===== src/rtl/tlul_arbiter_2m.sv =====
`default_nettype none
// +--------------------------------------------------------------------------+
// | tlul_arbiter_2m : two-master TL-UL round-robin arbiter, source tagging,    |
// |                   D routing and per-master outstanding limit.            |
// | Revision: 1.0                                                            |
// +--------------------------------------------------------------------------+
module tlul_arbiter_2m #(
  parameter int AW  = 32,
  parameter int RS  = 4,
  parameter int MAX = 2
) (
  input  logic                       arb_clock_i,
  input  logic                       arb_reset_i,
  input  logic [2:0]                 m0_a_opcode,
  input  logic [2:0]                 m0_a_param,
  input  logic [3:0]                 m0_a_size,
  input  logic [RS-1:0]              m0_a_source,
  input  logic [AW-1:0]              m0_a_address,
  input  logic [3:0]                 m0_a_mask,
  input  logic [31:0]                m0_a_data,
  input  logic                       m0_a_corrupt,
  input  logic                       m0_a_valid,
  output logic                       m0_a_ready,
  input  logic [2:0]                 m1_a_opcode,
  input  logic [2:0]                 m1_a_param,
  input  logic [3:0]                 m1_a_size,
  input  logic [RS-1:0]              m1_a_source,
  input  logic [AW-1:0]              m1_a_address,
  input  logic [3:0]                 m1_a_mask,
  input  logic [31:0]                m1_a_data,
  input  logic                       m1_a_corrupt,
  input  logic                       m1_a_valid,
  output logic                       m1_a_ready,
  output logic [2:0]                 m0_d_opcode,
  output logic [1:0]                 m0_d_param,
  output logic [3:0]                 m0_d_size,
  output logic [RS-1:0]              m0_d_source,
  output logic                       m0_d_denied,
  output logic [31:0]                m0_d_data,
  output logic                       m0_d_corrupt,
  output logic                       m0_d_valid,
  input  logic                       m0_d_ready,
  output logic [2:0]                 m1_d_opcode,
  output logic [1:0]                 m1_d_param,
  output logic [3:0]                 m1_d_size,
  output logic [RS-1:0]              m1_d_source,
  output logic                       m1_d_denied,
  output logic [31:0]                m1_d_data,
  output logic                       m1_d_corrupt,
  output logic                       m1_d_valid,
  input  logic                       m1_d_ready,
  output logic [2:0]                 s_a_opcode,
  output logic [2:0]                 s_a_param,
  output logic [3:0]                 s_a_size,
  output logic [RS:0]                s_a_source,
  output logic [AW-1:0]              s_a_address,
  output logic [3:0]                 s_a_mask,
  output logic [31:0]                s_a_data,
  output logic                       s_a_corrupt,
  output logic                       s_a_valid,
  input  logic                       s_a_ready,
  input  logic [2:0]                 s_d_opcode,
  input  logic [1:0]                 s_d_param,
  input  logic [3:0]                 s_d_size,
  input  logic [RS:0]                s_d_source,
  input  logic                       s_d_denied,
  input  logic [31:0]                s_d_data,
  input  logic                       s_d_corrupt,
  input  logic                       s_d_valid,
  output logic                       s_d_ready,
  output logic [$clog2(MAX+1)-1:0]   outstanding0_o,
  output logic [$clog2(MAX+1)-1:0]   outstanding1_o,
  output logic                       err_o
);

  localparam int              CW    = $clog2(MAX + 1);
  localparam logic [CW-1:0]   C_MAX = CW'(MAX);

  typedef enum logic [0:0] {
    ST_UNLOCKED = 1'b0,
    ST_LOCKED   = 1'b1
  } lock_state_e;

  lock_state_e   r_state, w_state_nxt;
  logic          r_lock_idx, w_lock_idx_nxt;
  logic          r_last;
  logic [CW-1:0] r_cnt0, r_cnt1;
  logic          r_err;

  logic w_elig0, w_elig1, w_gnt, w_idx, w_a_fire;
  logic w_d_sel, w_d_fire;
  logic w_a_fire0, w_a_fire1, w_d_fire0, w_d_fire1;

  assign w_elig0 = m0_a_valid && (r_cnt0 < C_MAX);
  assign w_elig1 = m1_a_valid && (r_cnt1 < C_MAX);

  // A held beat keeps its grant regardless of eligibility so the slave never sees it change.
  always_comb begin
    w_gnt = 1'b0;
    w_idx = 1'b0;
    if (r_state == ST_LOCKED) begin
      w_gnt = 1'b1;
      w_idx = r_lock_idx;
    end else if (w_elig0 && w_elig1) begin
      w_gnt = 1'b1;
      w_idx = ~r_last;
    end else if (w_elig0) begin
      w_gnt = 1'b1;
      w_idx = 1'b0;
    end else if (w_elig1) begin
      w_gnt = 1'b1;
      w_idx = 1'b1;
    end
    if (arb_reset_i) begin
      w_gnt = 1'b0;
    end
  end

  assign s_a_valid   = w_gnt;
  assign s_a_opcode  = w_idx ? m1_a_opcode  : m0_a_opcode;
  assign s_a_param   = w_idx ? m1_a_param   : m0_a_param;
  assign s_a_size    = w_idx ? m1_a_size    : m0_a_size;
  assign s_a_source  = {w_idx, (w_idx ? m1_a_source : m0_a_source)};
  assign s_a_address = w_idx ? m1_a_address : m0_a_address;
  assign s_a_mask    = w_idx ? m1_a_mask    : m0_a_mask;
  assign s_a_data    = w_idx ? m1_a_data    : m0_a_data;
  assign s_a_corrupt = w_idx ? m1_a_corrupt : m0_a_corrupt;
  assign m0_a_ready  = w_gnt && !w_idx && s_a_ready;
  assign m1_a_ready  = w_gnt &&  w_idx && s_a_ready;
  assign w_a_fire    = w_gnt && s_a_ready;
  assign w_a_fire0   = w_a_fire && !w_idx;
  assign w_a_fire1   = w_a_fire &&  w_idx;

  assign w_d_sel      = s_d_source[RS];
  assign m0_d_valid   = !arb_reset_i && s_d_valid && !w_d_sel;
  assign m1_d_valid   = !arb_reset_i && s_d_valid &&  w_d_sel;
  assign s_d_ready    = !arb_reset_i && (w_d_sel ? m1_d_ready : m0_d_ready);
  assign w_d_fire     = s_d_valid && s_d_ready;
  assign w_d_fire0    = w_d_fire && !w_d_sel;
  assign w_d_fire1    = w_d_fire &&  w_d_sel;

  assign m0_d_opcode  = s_d_opcode;
  assign m0_d_param   = s_d_param;
  assign m0_d_size    = s_d_size;
  assign m0_d_source  = s_d_source[RS-1:0];
  assign m0_d_denied  = s_d_denied;
  assign m0_d_data    = s_d_data;
  assign m0_d_corrupt = s_d_corrupt;
  assign m1_d_opcode  = s_d_opcode;
  assign m1_d_param   = s_d_param;
  assign m1_d_size    = s_d_size;
  assign m1_d_source  = s_d_source[RS-1:0];
  assign m1_d_denied  = s_d_denied;
  assign m1_d_data    = s_d_data;
  assign m1_d_corrupt = s_d_corrupt;

  always_comb begin
    w_state_nxt    = r_state;
    w_lock_idx_nxt = r_lock_idx;
    if (r_state == ST_UNLOCKED) begin
      if (w_gnt && !s_a_ready) begin
        w_state_nxt    = ST_LOCKED;
        w_lock_idx_nxt = w_idx;
      end
    end else if (w_a_fire) begin
      w_state_nxt = ST_UNLOCKED;
    end
  end

  // Same-cycle issue and retire cancel; a retire at zero is an error and never wraps.
  function automatic logic [CW-1:0] f_cnt_nxt(input logic [CW-1:0] cnt,
                                              input logic inc, input logic dec);
    if (inc && !dec) return cnt + CW'(1);
    if (dec && !inc && (cnt != '0)) return cnt - CW'(1);
    return cnt;
  endfunction

  always_ff @(posedge arb_clock_i) begin
    if (arb_reset_i) begin
      r_state    <= ST_UNLOCKED;
      r_lock_idx <= 1'b0;
      r_last     <= 1'b1;
      r_cnt0     <= '0;
      r_cnt1     <= '0;
      r_err      <= 1'b0;
    end else begin
      r_state    <= w_state_nxt;
      r_lock_idx <= w_lock_idx_nxt;
      if (w_a_fire) begin
        r_last <= w_idx;
      end
      r_cnt0 <= f_cnt_nxt(r_cnt0, w_a_fire0, w_d_fire0);
      r_cnt1 <= f_cnt_nxt(r_cnt1, w_a_fire1, w_d_fire1);
      if ((w_d_fire0 && (r_cnt0 == '0)) || (w_d_fire1 && (r_cnt1 == '0))) begin
        r_err <= 1'b1;
      end
    end
  end

  assign outstanding0_o = r_cnt0;
  assign outstanding1_o = r_cnt1;
  assign err_o          = r_err;

endmodule
`default_nettype wire


===== config.mk =====
export PLATFORM = sky130hd
export DESIGN_NAME = tlul_arbiter_2m
export DESIGN_NICKNAME = d
export VERILOG_FILES = /design/src/rtl/tlul_arbiter_2m.sv
export SDC_FILE = /design/constraint.sdc
export NUM_CORES = 1
export LEC_CHECK = 0
export ABC_CLOCK_PERIOD_IN_PS = 4600
export CAP_MARGIN = 10
export CORE_AREA = 2 2 158 160
export DETAILED_ROUTE_END_ITERATION = 7
export DIE_AREA = 0 0 160 162
export MAX_ROUTING_LAYER = met4
export PLACE_DENSITY = 0.5
export SLEW_MARGIN = 10
export SYNTH_ARGS = -nofsm -noshare
export SYNTH_HDL_FRONTEND = slang
export SYNTH_SLANG_ARGS = --single-unit

===== constraint.sdc =====
create_clock -name arb_clock_i -period 4.6 [get_ports arb_clock_i]
set_input_delay 1.15 -clock arb_clock_i [delete_from_list [all_inputs] [get_ports arb_clock_i]]
set_output_delay 1.15 -clock arb_clock_i [all_outputs]
set_load 0.01 [all_outputs]

# After elaboration in Yosys (flattened, before gate mapping)
# Cells that the tools add are included.
word_totals:
  regBits: 8
  out_inout_bits: 189
  in_bits: 222
classes:
  addsub: 4
  bitwise_logic: 2
  order_cmp: 2
  n_reduce_logical: 42
  muxes: 38
ops:
  columns: ["operator", "count"]
  rows:
  - ["2-to-1 mux 32 bit", 2]
  - ["logical AND 1 bit", 26]
  - ["2-to-1 mux 1 bit", 23]
  - ["2-to-1 mux 2 bit", 8]
  - ["2-to-1 mux 4 bit", 3]
  - ["logical NOT 1 bit", 8]
  - ["nonzero test 2 bit", 4]
  - ["2-to-1 mux 3 bit", 2]
  - ["adder 2 x 1 -> 2 bit (second input constant)", 2]
  - ["logical NOT 2 bit", 2]
  - ["less-than comparator 2 bit (second input constant)", 2]
  - ["subtractor 2 x 1 -> 2 bit (second input constant)", 2]
  - ["NOT 1 bit", 2]
  - ["AND reduction 2 bit", 1]
  - ["logical OR 1 bit", 1]

# Depth between registers and ports, before layout
depth:
  ltp_word: 17
  mapped_depth: 7
  mapped_depth_nobuf: 6

# Worst setup path before layout
# Ideal clock, no wire load.
synth_path:
  path_kind: "input port to output port"
  start: "in m0_a_valid"
  end: "out s_a_address[0]"
  path_buffers: 3
  cell_stages: 6
  required_time_ns: 3.450
  arrival_time_ns: 2.329
  slack_ns: 1.121
  cell_sequence: "and3b_1 > o31a_1 > buf_6 > buf_12 > buf_12 > mux2_4"
synth_via:
  elab_chain_len: 5
  word_cells_on_any_way: 6
  cone_classes: "mux: 4; reduce/logical: 2"
synth_lines:
  columns: ["item", "line", "rtl"]
  rows:
  - ["start, declared", "22", "input logic m0_a_valid,"]
  - ["logical AND 1 bit *", "94", "assign w_elig0 = m0_a_valid && (r_cnt0 < C_MAX);"]
  - ["2-to-1 mux 1 bit / logical AND 1 bit (equally long branches)", "107, 104", null]
  - ["2-to-1 mux 1 bit *", "104", "end else if (w_elig0 && w_elig1) begin"]
  - ["2-to-1 mux 1 bit *", "101", "if (r_state == ST_LOCKED) begin"]
  - ["2-to-1 mux 32 bit *", "124", "assign s_a_address = w_idx ? m1_a_address : m0_a_address;"]
  - ["end, declared", "56", "output logic [AW-1:0] s_a_address,"]
# Mark *: on every way between the ends. The rest lies on a longest branch, timed or not.

# Final worst setup path
layout_path:
  start: "in m0_a_valid"
  end: "out s_a_size[2]"
layout_via:
  elab_chain_len: 5
  word_cells_on_any_way: 6
  cone_classes: "mux: 4; reduce/logical: 2"
layout_lines:
  columns: ["item", "line", "rtl"]
  rows:
  - ["logical AND 1 bit *", "94", null]
  - ["2-to-1 mux 1 bit / logical AND 1 bit (equally long branches)", "107, 104", null]
  - ["2-to-1 mux 1 bit *", "104", null]
  - ["2-to-1 mux 1 bit *", "101", null]
  - ["2-to-1 mux 4 bit *", "122", "assign s_a_size = w_idx ? m1_a_size : m0_a_size;"]
  - ["end, declared", "54", "output logic [3:0] s_a_size,"]
# Marks and branches as above.

==> results.py <==
metrics = {
    "cells_and_area": {
        "seq_area_um2": 160,
        "nets": 655,
        "num-fill-cells": 2665,
        "multi_input_area_um2": 1470,
        "syn_to_final_growth_pct": 95.1,
        "drive_gt1_share_pct": 22.8,
        "diodes": 0,
    },
    "synth": {
        "synthSimpleGateAreaFrac_pct": 5.56,
        "synth_top_family_by_area": "multiplexers",
        "synth_top_area_share_pct": 29.8,
        "synth_area_leaders": "mux2_4 30%, buf_4 28%, mux2_2 15%",
        "synth_top_flop_cell": "dfxtp_1",
        "syn_avg_cell_area_um2": 9.88,
        "async_flop_share_pct": 0,
        "synth_mux_area_share_pct": 46.9,
        "ys_seq_area_share_pct": 6.36,
        "ys.warnings.count": 0,
        "synth_edf_count": 0,
        "synth_area_um2": 2520,
        "syn_nets": 479,
        "synth.ff_latch_count": 8,
        "synth_fa_ha_area_share_pct": 0.993,
        "synth-xor-area-share_pct": 0,
        "synth_compound_area_share_pct": 4.72,
        "netlist_instances": 255,
        "synth_largest_area_cell": "mux2_4",
        "yosysUniqueCellTypes": 31,
    },
    "routing": {
        "wl_per_cell_um": 13.3,
        "drc": 0,
        "vias": 2428,
        "met2_wirelength_um": 4180,
        "first_pass_iters": 4,
        "vias_per_cell": 3.22,
        "drt_iter0_drc": 89,
        "ant_nets": 0,
        "highest_layer": "met4",
        "routed_wl_um": 10000,
        "wl_met1_um": 4140,
        "dr_wl_met3_um": 1620,
    },
    "global_route": {
        "grt_pass1_wl_um": 14400,
        "grt_usage_pct": 7.19,
        "antenna_found_initial": 0,
        "overflow": 0,
        "grt_max_degree": 50,
        "grt_pass1_vias": 2555,
    },
    "floorplanning": {
        "core_um2": 24100,
        "die-height_um": 162,
        "die_w_um": 160,
        "die-area_um2": 25900,
        "initial_utilization_pct": 10.5,
        "rows": 57,
        "io-pin-count": 411,
    },
    "timing": {
        "slew_headroom_pct": 68.9,
        "hold_viol": 0,
        "setup_viol": 0,
        "post-route-period-util_pct": 97.1,
        "fin_setup_tns_ns": 0,
        "clock_skew_ns": 0.00293,
        "hold-worst-slack_ns": 0.468,
        "min_period_ns": 4.47,
        "worst_pin_slew_ns": 0.465,
        "max_freq_mhz": 224,
        "final_max_slew_viol_count": 0,
        "grt_setup_unrepaired": "no",
    },
    "critical_path": {
        "worstPathRequired_ns": 3.45,
        "critPathMaxStageDelay_ns": 0.50,
        "crit_path_start_kind": "input pin",
        "crit_family": "buffers and inverters",
        "critPathBufInv": 4,
        "crit_arrival_ns": 3.32,
        "cp_max_fo": 18,
        "endpoint_kind": "output pin",
        "cp_slowest_cell": "clkdlybuf4s50_1",
        "setup.worst_path.class": "in -> out",
        "crit_chain": "clkdlybuf4s50_1, and3b_1, o31a_2, buf_12, buf_4, mux2_4, clkdlybuf4s50_1",
        "crit_top_cell": "clkdlybuf4s50_1",
    },
    "placement": {
        "gp_congestion": 0.800,
        "io_buffers": 269,
        "hpwl_um": 8860,
    },
    "power_and_ir_drop": {
        "power.share.combinational_pct": 76.5,
        "seq_power_share_pct": 9.2,
        "powerDensity_nw_per_um2": 206,
        "p_int_uw": 701,
        "pwr-share-clk_pct": 14.3,
        "p_sw_share_pct": 30.7,
        "vdd_ir_drop_max_v": 0.000104,
        "p_leak_uw": 0.00193,
        "switching_power_uw": 310,
    },
    "cts": {
        "clk_path_buf_depth": 2,
        "cts_setup_buffers": 0,
        "htreeDepth": 1,
        "cts_root_buffer": "clkbuf_16",
        "ctsResizeCount": 0,
        "clock_latency_ns": 0.23,
        "cts_buffers": 3,
        "cts_sinks": 8,
        "cts_hold_buf": 0,
        "cts_tree": "yes",
        "clkTransAtPathRegs_ns": 0.04,
    },
    "worst_hold_path": {
        "hp-class": "reg -> reg",
    },
    "outcome": {
        "status": "complete, no violations",
    },
    "run": {
        "maxCapViolCount": 0,
    },
}
## worst paths after layout
check                                    endpoint  cells past startpoint  slack [ns]              start
worst min-delay path                       r_last                      1        0.47             r_last
worst min register to register             r_last                      1        0.47             r_last
worst max register to register  outstanding0_o[0]                      6        2.63  outstanding0_o[1]
worst max-delay path                  s_a_size[2]                      7        0.13         m0_a_valid
## power groups by stage
| stage | combinational [uW] | clock (uW) | sequential [uW] |
|---|---|---|---|
| floorplan | 468 | 0 | 94.3 |
| global placement | 778 | 0 | 94.2 |
| detailed placement | 781 | 0 | 94.6 |
| CTS | 784 | 148 | 93.6 |
| global route | 824 | 154 | 95.3 |
| finish | 773 | 144 | 93.1 |
## cells in the mapped netlist, types with 2 or more instances
| cell type | count |
|---|---|
| dfxtp_1 | 8 |
| o31ai_1 | 2 |
| nand2_1 | 5 |
| buf_2 | 3 |
| ha_1 | 2 |
| nor2_1 | 7 |
| nor2b_1 | 2 |
| buf_4 | 95 |
| a211oi_1 | 2 |
| inv_1 | 8 |
| mux2_4 | 50 |
| nand2b_1 | 2 |
| buf_12 | 6 |
| mux2_2 | 33 |
| mux2i_1 | 6 |
| nor3_1 | 5 |
| a21oi_1 | 5 |
## cell families after synthesis
group	Yosys count
fa+ha+maj	2
flops	8
compound gates	15
buf+inv	114
mux	89
simple gates	27
## stage by stage
| stage | worst slack (ns) | utilization (%) | cells | area, um^2 | total power (uW) |
|---|---|---|---|---|---|
| 2_1_floorplan | 1.12 | - | 255 | 2520 | 562 |
| 3_3_place_gp | 0.169 | 20.1 | 750 | 4840 | 872 |
| 3_5_place_dp | 0.132 | 20.1 | 750 | 4840 | 875 |
| 4_1_cts | 0.130 | 20.4 | 753 | 4920 | 1030 |
| 5_1_grt | 0.0881 | 20.4 | 753 | 4920 | 1070 |
| 6_report | 0.133 | 20.4 | 753 | 4920 | 1010 |
## layout by cell type, fill, tap and decap left out, drive strengths merged, types with 2 or more instances in the layout
cell,netlist,layout
nor2b,2,2
a21oi,5,5
dfxtp,8,8
nand2,5,5
o31ai,2,2
clkbuf,1,3
mux2,83,83
nor2,8,8
mux2i,6,6
nand2b,2,2
ha,2,2
clkdlybuf4s50,0,269
nor3,5,5
buf,105,8
a211oi,2,2
inv,8,8
## layout make-up
type | count | area share, %
clock buffer | 3 | 1.53
inverter | 8 | 0.611
multi-input combinational | 133 | 29.9
sequential | 8 | 3.26
tap | 324 | 8.25
timing repair buffer | 277 | 56.5
## routing by layer
metal | global-route usage [%] | up-vias
met5 | - | -
met4 | 1.02 | 0
met3 | 4.95 | 4
met2 | 9.96 | 250
met1 | 8.71 | 1034
li1 | - | 1140
Note: power is estimated with default switching activity, not from simulation.
